--- src/rtl/axil_csr_pkg.sv ---
// Shared definitions for the AXI4-Lite CSR responder: register offsets,
// response codes, register-select codes and FSM state types.
package axil_csr_pkg;

  localparam logic [7:0] OFF_ID       = 8'h00;
  localparam logic [7:0] OFF_SCRATCH  = 8'h04;
  localparam logic [7:0] OFF_CTRL     = 8'h08;
  localparam logic [7:0] OFF_STATUS   = 8'h0C;
  localparam logic [7:0] OFF_DOORBELL = 8'h10;
  localparam logic [7:0] OFF_DBCOUNT  = 8'h14;
  localparam logic [7:0] OFF_WRCOUNT  = 8'h18;
  localparam logic [7:0] OFF_RDCOUNT  = 8'h1C;

  localparam logic [1:0] RESP_OKAY   = 2'b00;
  localparam logic [1:0] RESP_DECERR = 2'b11;

  typedef enum logic [3:0] {
    SEL_ID,
    SEL_SCRATCH,
    SEL_CTRL,
    SEL_STATUS,
    SEL_DOORBELL,
    SEL_DBCOUNT,
    SEL_WRCOUNT,
    SEL_RDCOUNT,
    SEL_NONE
  } reg_sel_e;

  typedef enum logic {W_IDLE, W_RESP} wr_state_e;
  typedef enum logic {R_IDLE, R_RESP} rd_state_e;

endpackage

--- src/rtl/axil_csr_decode.sv ---
// Combinational offset decoder and read mux shared by the read path and the
// write commit. AXIL_CSR_STATS_EN adds the WR_COUNT/RD_COUNT offsets.
module axil_csr_decode
  import axil_csr_pkg::*;
#(
  parameter int          ADDR_WIDTH = 12,
  parameter logic [31:0] ID_VALUE   = 32'h5649_4F31
) (
  input  logic [ADDR_WIDTH-1:0] addr,
  input  logic [31:0]           scratch,
  input  logic [31:0]           ctrl,
  input  logic [31:0]           status,
  input  logic [31:0]           db_count,
`ifdef AXIL_CSR_STATS_EN
  input  logic [31:0]           wr_count,
  input  logic [31:0]           rd_count,
`endif
  output logic [3:0]            sel,
  output logic                  hit,
  output logic [31:0]           rdata
);

  logic upper_zero;

  // Only bits [7:2] select a register; anything above must be zero.
  assign upper_zero = ((addr >> 8) == '0);

  always_comb begin
    sel   = SEL_NONE;
    hit   = 1'b0;
    rdata = '0;
    if (upper_zero) begin
      case ({addr[7:2], 2'b00})
        OFF_ID:       begin sel = SEL_ID;       hit = 1'b1; rdata = ID_VALUE; end
        OFF_SCRATCH:  begin sel = SEL_SCRATCH;  hit = 1'b1; rdata = scratch;  end
        OFF_CTRL:     begin sel = SEL_CTRL;     hit = 1'b1; rdata = ctrl;     end
        OFF_STATUS:   begin sel = SEL_STATUS;   hit = 1'b1; rdata = status;   end
        OFF_DOORBELL: begin sel = SEL_DOORBELL; hit = 1'b1; rdata = '0;       end
        OFF_DBCOUNT:  begin sel = SEL_DBCOUNT;  hit = 1'b1; rdata = db_count; end
`ifdef AXIL_CSR_STATS_EN
        OFF_WRCOUNT:  begin sel = SEL_WRCOUNT;  hit = 1'b1; rdata = wr_count; end
        OFF_RDCOUNT:  begin sel = SEL_RDCOUNT;  hit = 1'b1; rdata = rd_count; end
`endif
        default: ;
      endcase
    end
  end

endmodule

--- src/rtl/axil_csr_responder.sv ---
// AXI4-Lite CSR slave: ID/scratch/control/status/doorbell map with independent
// read and write FSMs. Define AXIL_CSR_STATS_EN for WR_COUNT/RD_COUNT counters.
module axil_csr_responder
  import axil_csr_pkg::*;
#(
  parameter int          ADDR_WIDTH = 12,
  parameter logic [31:0] ID_VALUE   = 32'h5649_4F31,
  parameter logic [31:0] CTRL_RESET = 32'h0
) (
  input  logic                  ACLK,
  input  logic                  RESET,
  input  logic [ADDR_WIDTH-1:0] s_axil_awaddr,
  input  logic                  s_axil_awvalid,
  output logic                  s_axil_awready,
  input  logic [31:0]           s_axil_wdata,
  input  logic [3:0]            s_axil_wstrb,
  input  logic                  s_axil_wvalid,
  output logic                  s_axil_wready,
  output logic [1:0]            s_axil_bresp,
  output logic                  s_axil_bvalid,
  input  logic                  s_axil_bready,
  input  logic [ADDR_WIDTH-1:0] s_axil_araddr,
  input  logic                  s_axil_arvalid,
  output logic                  s_axil_arready,
  output logic [31:0]           s_axil_rdata,
  output logic [1:0]            s_axil_rresp,
  output logic                  s_axil_rvalid,
  input  logic                  s_axil_rready,
  output logic [31:0]           ctrl_out,
  input  logic [31:0]           status_in,
  output logic                  doorbell_pulse,
  output logic [31:0]           doorbell_data
);

  wr_state_e wstate, wstate_d;
  rd_state_e rstate, rstate_d;

  logic                  aw_got, w_got;
  logic [ADDR_WIDTH-1:0] awaddr_q;
  logic [31:0]           wdata_q;
  logic [3:0]            wstrb_q;
  logic                  aw_hs, w_hs, ar_hs, commit;

  logic [ADDR_WIDTH-1:0] wr_addr;
  logic [31:0]           wr_data;
  logic [3:0]            wr_strb;

  logic [31:0] scratch_q, db_count_q;
  logic [3:0]  wr_sel, unused_rd_sel;
  logic        wr_hit, rd_hit;
  logic [31:0] unused_wr_rdata, rd_mux;
`ifdef AXIL_CSR_STATS_EN
  logic [31:0] wr_count_q, rd_count_q;
`endif

  function automatic logic [31:0] strb_mask(input logic [3:0] strb);
    logic [31:0] m;
    for (int i = 0; i < 4; i++) m[i*8 +: 8] = {8{strb[i]}};
    return m;
  endfunction

  function automatic logic [31:0] strb_merge(input logic [31:0] old, input logic [31:0] data,
                                             input logic [3:0] strb);
    return (old & ~strb_mask(strb)) | (data & strb_mask(strb));
  endfunction

  // A channel handshaking in the commit cycle is used directly, not via its capture register.
  assign wr_addr = aw_got ? awaddr_q : s_axil_awaddr;
  assign wr_data = w_got  ? wdata_q  : s_axil_wdata;
  assign wr_strb = w_got  ? wstrb_q  : s_axil_wstrb;

  axil_csr_decode #(.ADDR_WIDTH(ADDR_WIDTH), .ID_VALUE(ID_VALUE)) u_wr_dec (
    .addr     (wr_addr),
    .scratch  (scratch_q),
    .ctrl     (ctrl_out),
    .status   (status_in),
    .db_count (db_count_q),
`ifdef AXIL_CSR_STATS_EN
    .wr_count (wr_count_q),
    .rd_count (rd_count_q),
`endif
    .sel      (wr_sel),
    .hit      (wr_hit),
    .rdata    (unused_wr_rdata)
  );

  axil_csr_decode #(.ADDR_WIDTH(ADDR_WIDTH), .ID_VALUE(ID_VALUE)) u_rd_dec (
    .addr     (s_axil_araddr),
    .scratch  (scratch_q),
    .ctrl     (ctrl_out),
    .status   (status_in),
    .db_count (db_count_q),
`ifdef AXIL_CSR_STATS_EN
    .wr_count (wr_count_q),
    .rd_count (rd_count_q),
`endif
    .sel      (unused_rd_sel),
    .hit      (rd_hit),
    .rdata    (rd_mux)
  );

  always_comb begin
    wstate_d       = wstate;
    s_axil_awready = 1'b0;
    s_axil_wready  = 1'b0;
    s_axil_bvalid  = 1'b0;
    aw_hs          = 1'b0;
    w_hs           = 1'b0;
    commit         = 1'b0;
    case (wstate)
      W_IDLE: begin
        s_axil_awready = !RESET && !aw_got;
        s_axil_wready  = !RESET && !w_got;
        aw_hs          = s_axil_awready && s_axil_awvalid;
        w_hs           = s_axil_wready && s_axil_wvalid;
        if ((aw_got || aw_hs) && (w_got || w_hs)) begin
          commit   = 1'b1;
          wstate_d = W_RESP;
        end
      end
      W_RESP: begin
        s_axil_bvalid = 1'b1;
        if (s_axil_bready) wstate_d = W_IDLE;
      end
      default: wstate_d = W_IDLE;
    endcase
  end

  always_ff @(posedge ACLK) begin
    if (RESET) begin
      wstate         <= W_IDLE;
      aw_got         <= 1'b0;
      w_got          <= 1'b0;
      s_axil_bresp   <= RESP_OKAY;
      scratch_q      <= '0;
      ctrl_out       <= CTRL_RESET;
      db_count_q     <= '0;
      doorbell_pulse <= 1'b0;
      doorbell_data  <= '0;
`ifdef AXIL_CSR_STATS_EN
      wr_count_q     <= '0;
`endif
    end else begin
      wstate         <= wstate_d;
      doorbell_pulse <= 1'b0;
      if (aw_hs) begin
        aw_got   <= 1'b1;
        awaddr_q <= s_axil_awaddr;
      end
      if (w_hs) begin
        w_got   <= 1'b1;
        wdata_q <= s_axil_wdata;
        wstrb_q <= s_axil_wstrb;
      end
      if (commit) begin
        aw_got       <= 1'b0;
        w_got        <= 1'b0;
        s_axil_bresp <= wr_hit ? RESP_OKAY : RESP_DECERR;
`ifdef AXIL_CSR_STATS_EN
        wr_count_q   <= wr_count_q + 32'd1;
`endif
        if (wr_sel == SEL_SCRATCH) scratch_q <= strb_merge(scratch_q, wr_data, wr_strb);
        if (wr_sel == SEL_CTRL)    ctrl_out  <= strb_merge(ctrl_out, wr_data, wr_strb);
        // Doorbell fires on any strobe pattern; masked bytes are delivered as zero.
        if (wr_sel == SEL_DOORBELL) begin
          doorbell_pulse <= 1'b1;
          doorbell_data  <= wr_data & strb_mask(wr_strb);
          db_count_q     <= db_count_q + 32'd1;
        end
      end
    end
  end

  always_comb begin
    rstate_d       = rstate;
    s_axil_arready = 1'b0;
    s_axil_rvalid  = 1'b0;
    ar_hs          = 1'b0;
    case (rstate)
      R_IDLE: begin
        s_axil_arready = !RESET;
        ar_hs          = s_axil_arready && s_axil_arvalid;
        if (ar_hs) rstate_d = R_RESP;
      end
      R_RESP: begin
        s_axil_rvalid = 1'b1;
        if (s_axil_rready) rstate_d = R_IDLE;
      end
      default: rstate_d = R_IDLE;
    endcase
  end

  // Read data is captured from pre-edge register values, so a same-cycle write is not seen.
  always_ff @(posedge ACLK) begin
    if (RESET) begin
      rstate       <= R_IDLE;
      s_axil_rdata <= '0;
      s_axil_rresp <= RESP_OKAY;
`ifdef AXIL_CSR_STATS_EN
      rd_count_q   <= '0;
`endif
    end else begin
      rstate <= rstate_d;
      if (ar_hs) begin
        s_axil_rdata <= rd_mux;
        s_axil_rresp <= rd_hit ? RESP_OKAY : RESP_DECERR;
`ifdef AXIL_CSR_STATS_EN
        rd_count_q   <= rd_count_q + 32'd1;
`endif
      end
    end
  end

endmodule

--- config.mk ---
export PLATFORM = sky130hd
export DESIGN_NAME = axil_csr_responder
export DESIGN_NICKNAME = d
export VERILOG_FILES = /design/src/rtl/axil_csr_pkg.sv /design/src/rtl/axil_csr_decode.sv /design/src/rtl/axil_csr_responder.sv
export SDC_FILE = /design/constraint.sdc
export NUM_CORES = 1
export LEC_CHECK = 0
export CORE_UTILIZATION = 55
export DETAILED_ROUTE_END_ITERATION = 8
export GPL_TIMING_DRIVEN = 0
export PLACE_DENSITY = 0.86
export SYNTH_ARGS = -nofsm -noshare
export SYNTH_HDL_FRONTEND = slang
export SYNTH_SLANG_ARGS = --single-unit
--- constraint.sdc ---
create_clock -name ACLK -period 11.1 [get_ports ACLK]
set_input_delay 1.665 -clock ACLK [delete_from_list [all_inputs] [get_ports ACLK]]
set_output_delay 1.665 -clock ACLK [all_outputs]
set_load 0.01 [all_outputs]
==> results of run 1 <==
## critical path, delay by kind of cell
family        cells  cell delay [ns]
simple gates      1             0.10
buf+inv           3             1.35
## worst paths after layout
kind | from | to | slack (ns) | cells after the start
max reg2reg | awaddr_q[8]$_DFFE_PP_ | register | 8.15 | 8
min reg2reg | s_axil_rdata[30]$_SDFFE_PP0P_ | s_axil_rdata[30]$_SDFFE_PP0P_ | 0.46 | 2
min | s_axil_rdata[30]$_SDFFE_PP0P_ | s_axil_rdata[30]$_SDFFE_PP0P_ | 0.46 | 2
max | RESET | s_axil_awready | 6.31 | 4
## cells in the final DEF, fill, tap and decap left out, types with 3 or more instances in the layout
| master | instances |
|---|---|
| or3_1 | 21 |
| clkbuf_8 | 5 |
| buf_6 | 5 |
| nor3_1 | 5 |
| nor4_4 | 4 |
| nand3_1 | 40 |
| a221oi_1 | 12 |
| o22ai_1 | 21 |
| nor4_1 | 9 |
| a21oi_1 | 73 |
| o211ai_1 | 6 |
| dfxtp_1 | 167 |
| and2_0 | 7 |
| nand4_1 | 10 |
| or4_1 | 5 |
| buf_2 | 11 |
| clkbuf_1 | 54 |
| inv_1 | 7 |
| nor3_2 | 4 |
| nor2_1 | 114 |
| clkinv_2 | 3 |
| clkbuf_16 | 24 |
| and3_1 | 8 |
| and2_1 | 10 |
| buf_4 | 4 |
| clkdlybuf4s50_1 | 197 |
| nor4b_1 | 5 |
| nand2_1 | 74 |
| a22oi_1 | 6 |
| mux2i_1 | 103 |
| nand2b_1 | 5 |
| xnor2_1 | 7 |
| edfxtp_1 | 46 |
| o21ai_0 | 49 |
| mux2_2 | 37 |
## power breakdown
part,leakage [nW],internal (mW),total [mW],switching (mW)
clock,0.357,0.430,0.739,0.310
combinational,1.89,0.0630,0.141,0.0780
sequential,1.77,0.803,0.808,0.00471
total,4.02,1.30,1.69,0.392
## area by class of cell
cell class	instances	area, um^2
fillers	1211	4240
well taps	220	275
inverters	8	30.0
repair buffers	200	2010
multi-input cells	663	4280
clock inverters	5	33.8
flip-flops and latches	213	4720
clock buffers	35	692
plain buffers	67	295
## cells by family after synthesis
group	count (synthesis)	share of synthesized area, %
adder cells (fa/ha/maj)	1	0.134
flip-flops	213	50.7
multiplexers	140	15.5
AND/OR/NAND/NOR	335	18.3
AO/OA/AOI/OAI	178	11.0
XOR/XNOR	9	0.846
buffers and inverters	75	3.49
## layer usage
metal	track usage (%)	up-vias	wire [um]
met4	16.3	0	1480
met5	0	-	0
met3	6.31	106	3080
met1	44.4	4227	11900
li1	-	3871	-
met2	54.4	555	13800
## through the flow
step                      area (um^2)  utilization [%]  hold slack (ns)  instances  setup WS [ns]
after floorplan                  9320                -            0.458        951           6.15
after CTS                       12300             74.4            0.453       1411           6.36
after global routing            12300             74.4            0.479       1411           6.34
after detailed placement        11600             70.0            0.445       1371           6.36
final                           12300             74.4            0.455       1411           6.31
after global placement          11600             69.8            0.438       1368           4.24
==> results.yml, run 1 <==
pwr:
  p_total_mw: 1.69
  ir_drop_mv: 0.101
  power-per-cell-area_mw_per_mm2: 137
  leakage_nw: 4.02
timing:
  min_period_ns: 4.79
  final.setup_skew_ns: 0.0151
  final.period_utilization_pct: 43.1
  fmax_ghz: 0.209
  hold_viol_final: 0
  relSlewSlack_pct: 36.9
  setup_viol_count_final: 0
  worst_slew_pin_slew_ns: 0.946
  grt_setup_unrepaired: "no"
  setup_tns_ns: 0
  drv_slew: 0
cts:
  postCtsHoldBufs: 0
  clock_path_buffers: 3
  clk_latency_ns: 0.50
  post_cts_resized: 0
  cts_setup_buffers: 0
  cts_root_buf: "clkbuf_16"
  cts_tree: "built"
  cts_max_level: 1
  cts_buffers: 22
  clkTransAtPathRegs_ns: 0.06
  clkSinkCount: 213
place:
  io_buffers: 197
  place_congestion: 0.921
  dp_hpwl_mm: 21.3
routing:
  post_drt_wl_per_cell_um: 21.4
  postRouteAntennaNets: 0
  wirelength_mm: 30.2
  vias: 8759
  drc: 0
  drt_iter0_markers: 890
  vias_per_cell: 6.21
  first_pass_iters: 6
synthesis:
  synth.distinct_cells: 55
  async_flop_share_pct: 0
  synth_top_area_share_pct: 35.9
  synth_top_area_cell: "dfxtp_1"
  syn_area_mm2: 0.00932
  synthTopCellsByArea: "dfxtp_1, edfxtp_1, mux2i_1"
  ys_seq_area_share_pct: 50.7
  avgSynthCellArea_um2: 9.80
  synth_cells: 951
  synthFlopType: "dfxtp_1"
  synth_edf_count: 46
  netlist_top_cells_count: "dfxtp_1, nor2_1, mux2i_1"
  synth-seq-cells: 213
  synth.most_common_cell: "dfxtp_1"
  yosys_warnings: 0
  syn_nets: 1051
critical_path:
  critPathMaxFanout: 10
  crit_slowest_cell: "clkbuf_1"
  endpoint_kind: "output pin"
  critPathRequiredTime_ns: 9.44
  path_class: "primary input to output pin"
  cp.arrival_ns: 3.12
  start_kind: "primary input"
  max_stage_delay_ns: 0.63
  crit_chain: "buf_2 -> clkbuf_1 -> nor3_1 -> clkdlybuf4s50_1"
job:
  drv_cap: 0
global_routing:
  grt_max_degree: 15
  grt_pass1_wl_mm: 46.4
  grt_pass1_vias: 8329
  grt-ovfl-total: 0
  grtUsageTotal_pct: 33.9
  grt_antenna_before_repair: 0
die:
  floorplan.core_area_mm2: 0.0166
  die-height_um: 132
  die-area_mm2: 0.0175
  ios: 205
  rows: 47
  start_util_pct: 56.2
  die-width_um: 132
cells_and_area:
  nets: 1275
  antenna-diode-count: 0
  syn_to_final_growth_pct: 32.4
  drive_above_1_share_pct: 9.07
worst_hold_path:
  hp-class: "register to register"
outcome:
  outcome: "complete, no violations"
No activity file was read; power rests on OpenSTA's default activity.
==> run 2: changes to the inputs <==
- CORE_UTILIZATION: 55 -> 51
- PLACE_DENSITY: 0.86 -> 0.8
- clock period: 11.1 -> 4.9 ns (I/O delays scaled with it)
==> run 2 against run 1 <==
Effect of this change: cell count grew 0.78%; final area grew 0.47%; worst hold slack worse by 0.0020 ns; critical path type is now register to output pin; critical endpoint is now s_axil_wready.
==> results.yml, run 2 (synthesis results as in run 1) <==
pwr:
  p_switching_uw: 887
  swShare_pct: 22.6
  ir_drop_mv: 0.299
  power-per-cell-area_mw_per_mm2: 316
  p_total_mw: 3.92
  seq_power_share_pct: 46.7
  power_frac_clock_pct: 45.2
  leakage_nw: 4.04
  power_frac_comb_pct: 8.1
  internal-power_mw: 3.03
global_routing:
  grtUsageTotal_pct: 31.6
  grt_max_degree: 14
  grt_antenna_before_repair: 1
  grt_pass1_wl_mm: 45.0
  grt_pass1_vias: 8240
  grt-ovfl-total: 0
cts:
  clkTransAtPathRegs_ns: 0.06
  cts_root_buf: "clkbuf_16"
  clk_latency_ns: 0.51
  cts_setup_buffers: 0
  cts_buffers: 23
  post_cts_resized: 0
  clock_path_buffers: 3
  clkSinkCount: 213
  postCtsHoldBufs: 0
  cts_max_level: 1
  cts_tree: "built"
critical_path:
  cp.arrival_ns: 2.56
  critPathMaxFanout: 10
  path_class: "register to output pin"
  start_kind: "register"
  endpoint_kind: "output pin"
  critPathRequiredTime_ns: 4.16
cells_and_area:
  drive_above_1_share_pct: 9.05
  nets: 1276
  antenna-diode-count: 0
  fin_util_pct: 69.0
  final_cell_mix: "clkdlybuf4s50_1, dfxtp_1, nor2_1"
  syn_to_final_growth_pct: 33.0
  layout_commonest_cell: "clkdlybuf4s50_1"
  fin_cells: 1422
timing:
  fmax_ghz: 0.304
  setup_viol_count_final: 0
  worst_slack_ns: 1.61
  drv_slew: 0
  grt_setup_unrepaired: "no"
  timing.hold.ws_ns: 0.453
  final.setup_skew_ns: 0.0140
  relSlewSlack_pct: 35.0
  final.period_utilization_pct: 67.2
  min_period_ns: 3.29
  hold_viol_final: 0
  worst_slew_pin_slew_ns: 0.975
job:
  drv_cap: 0
outcome:
  outcome: "complete, no violations"
routing:
  vias_per_cell: 5.94
  vias: 8452
  wl_met3_mm: 2.54
  first_pass_iters: 5
  postRouteAntennaNets: 0
  drt_iter0_markers: 726
  highest_layer: "met5"
  wl_met2_mm: 13.6
  post_drt_wl_per_cell_um: 20.8
  drc: 0
  met1_length_mm: 12.3
  wirelength_mm: 29.6
die:
  ios: 205
  start_util_pct: 51.9
  die-width_um: 137
  rows: 49
  die-height_um: 137
  die-area_mm2: 0.0188
  floorplan.core_area_mm2: 0.0180
place:
  place_congestion: 0.935
  io_buffers: 197
  dp_hpwl_mm: 21.5
  post-place-ws_ns: 1.45
  dp.cells: 1380
worst_hold_path:
  hp-class: "register to register"
run 2: cell count changes in the layout (fill, tap and decap cells not counted):
cell,delta
clkinv_2,-1
clkbuf_8,-1
clkbuf_1,+2
inv_8,-1
bufinv_16,+2
inv_6,+1
run 2: layout make-up:
cell class                 count  area (um^2)
buffer                        67          295
clock buffer                  36          686
clock inverter                 6         86.3
fill                        1369         5570
timing repair buffer         200         2010
sequential                   213         4720
tap                          229          287
multi-input combinational    663         4280
inverter                       8         30.0
run 2: final timing paths:
kind / start / to / slack, ns / cells after the start
max: w_got$_SDFFE_PP0P_ / s_axil_wready / 1.61 / 4
min: doorbell_data[29]$_SDFFE_PP0P_ / doorbell_data[29]$_SDFFE_PP0P_ / 0.45 / 2
max reg2reg: aw_got$_SDFFE_PP0P_ / doorbell_data[23]$_SDFFE_PP0P_ / 2.10 / 8
min reg2reg: doorbell_data[29]$_SDFFE_PP0P_ / doorbell_data[29]$_SDFFE_PP0P_ / 0.45 / 2
run 2: metrics by stage:
step,TNS [ns],area (um^2)
3_3_place_gp,-39.21,11600
3_5_place_dp,0,11600
6_report,0,12400
5_1_grt,0,12400
4_1_cts,0,12400
2_1_floorplan,0,9320
run 2: metal layers:
metal / global-route usage (%) / vias up
met2: 51.0 / 445
met5: 0 / -
met4: 13.6 / 2
met3: 5.89 / 88
li1: - / 3884
met1: 41.4 / 4033
run 2: critical path, cell delays in order, from the launching register on:
cell and delay (ns):
dfxtp_1 0.39, buf_2 0.42, buf_1 0.57, nor3_1 0.15
clkdlybuf4s50_1 0.52
run 2: power groups by stage:
| stage | Clock (mW) | Sequential [mW] | Combinational, mW |
|---|---|---|---|
| after floorplan | 0 | 1.87 | 0.147 |
| after global placement | 0 | 1.87 | 0.304 |
| after detailed placement | 0 | 1.87 | 0.312 |
| after CTS | 1.77 | 1.83 | 0.314 |
| after global routing | 1.85 | 1.83 | 0.334 |
| final | 1.77 | 1.83 | 0.318 |
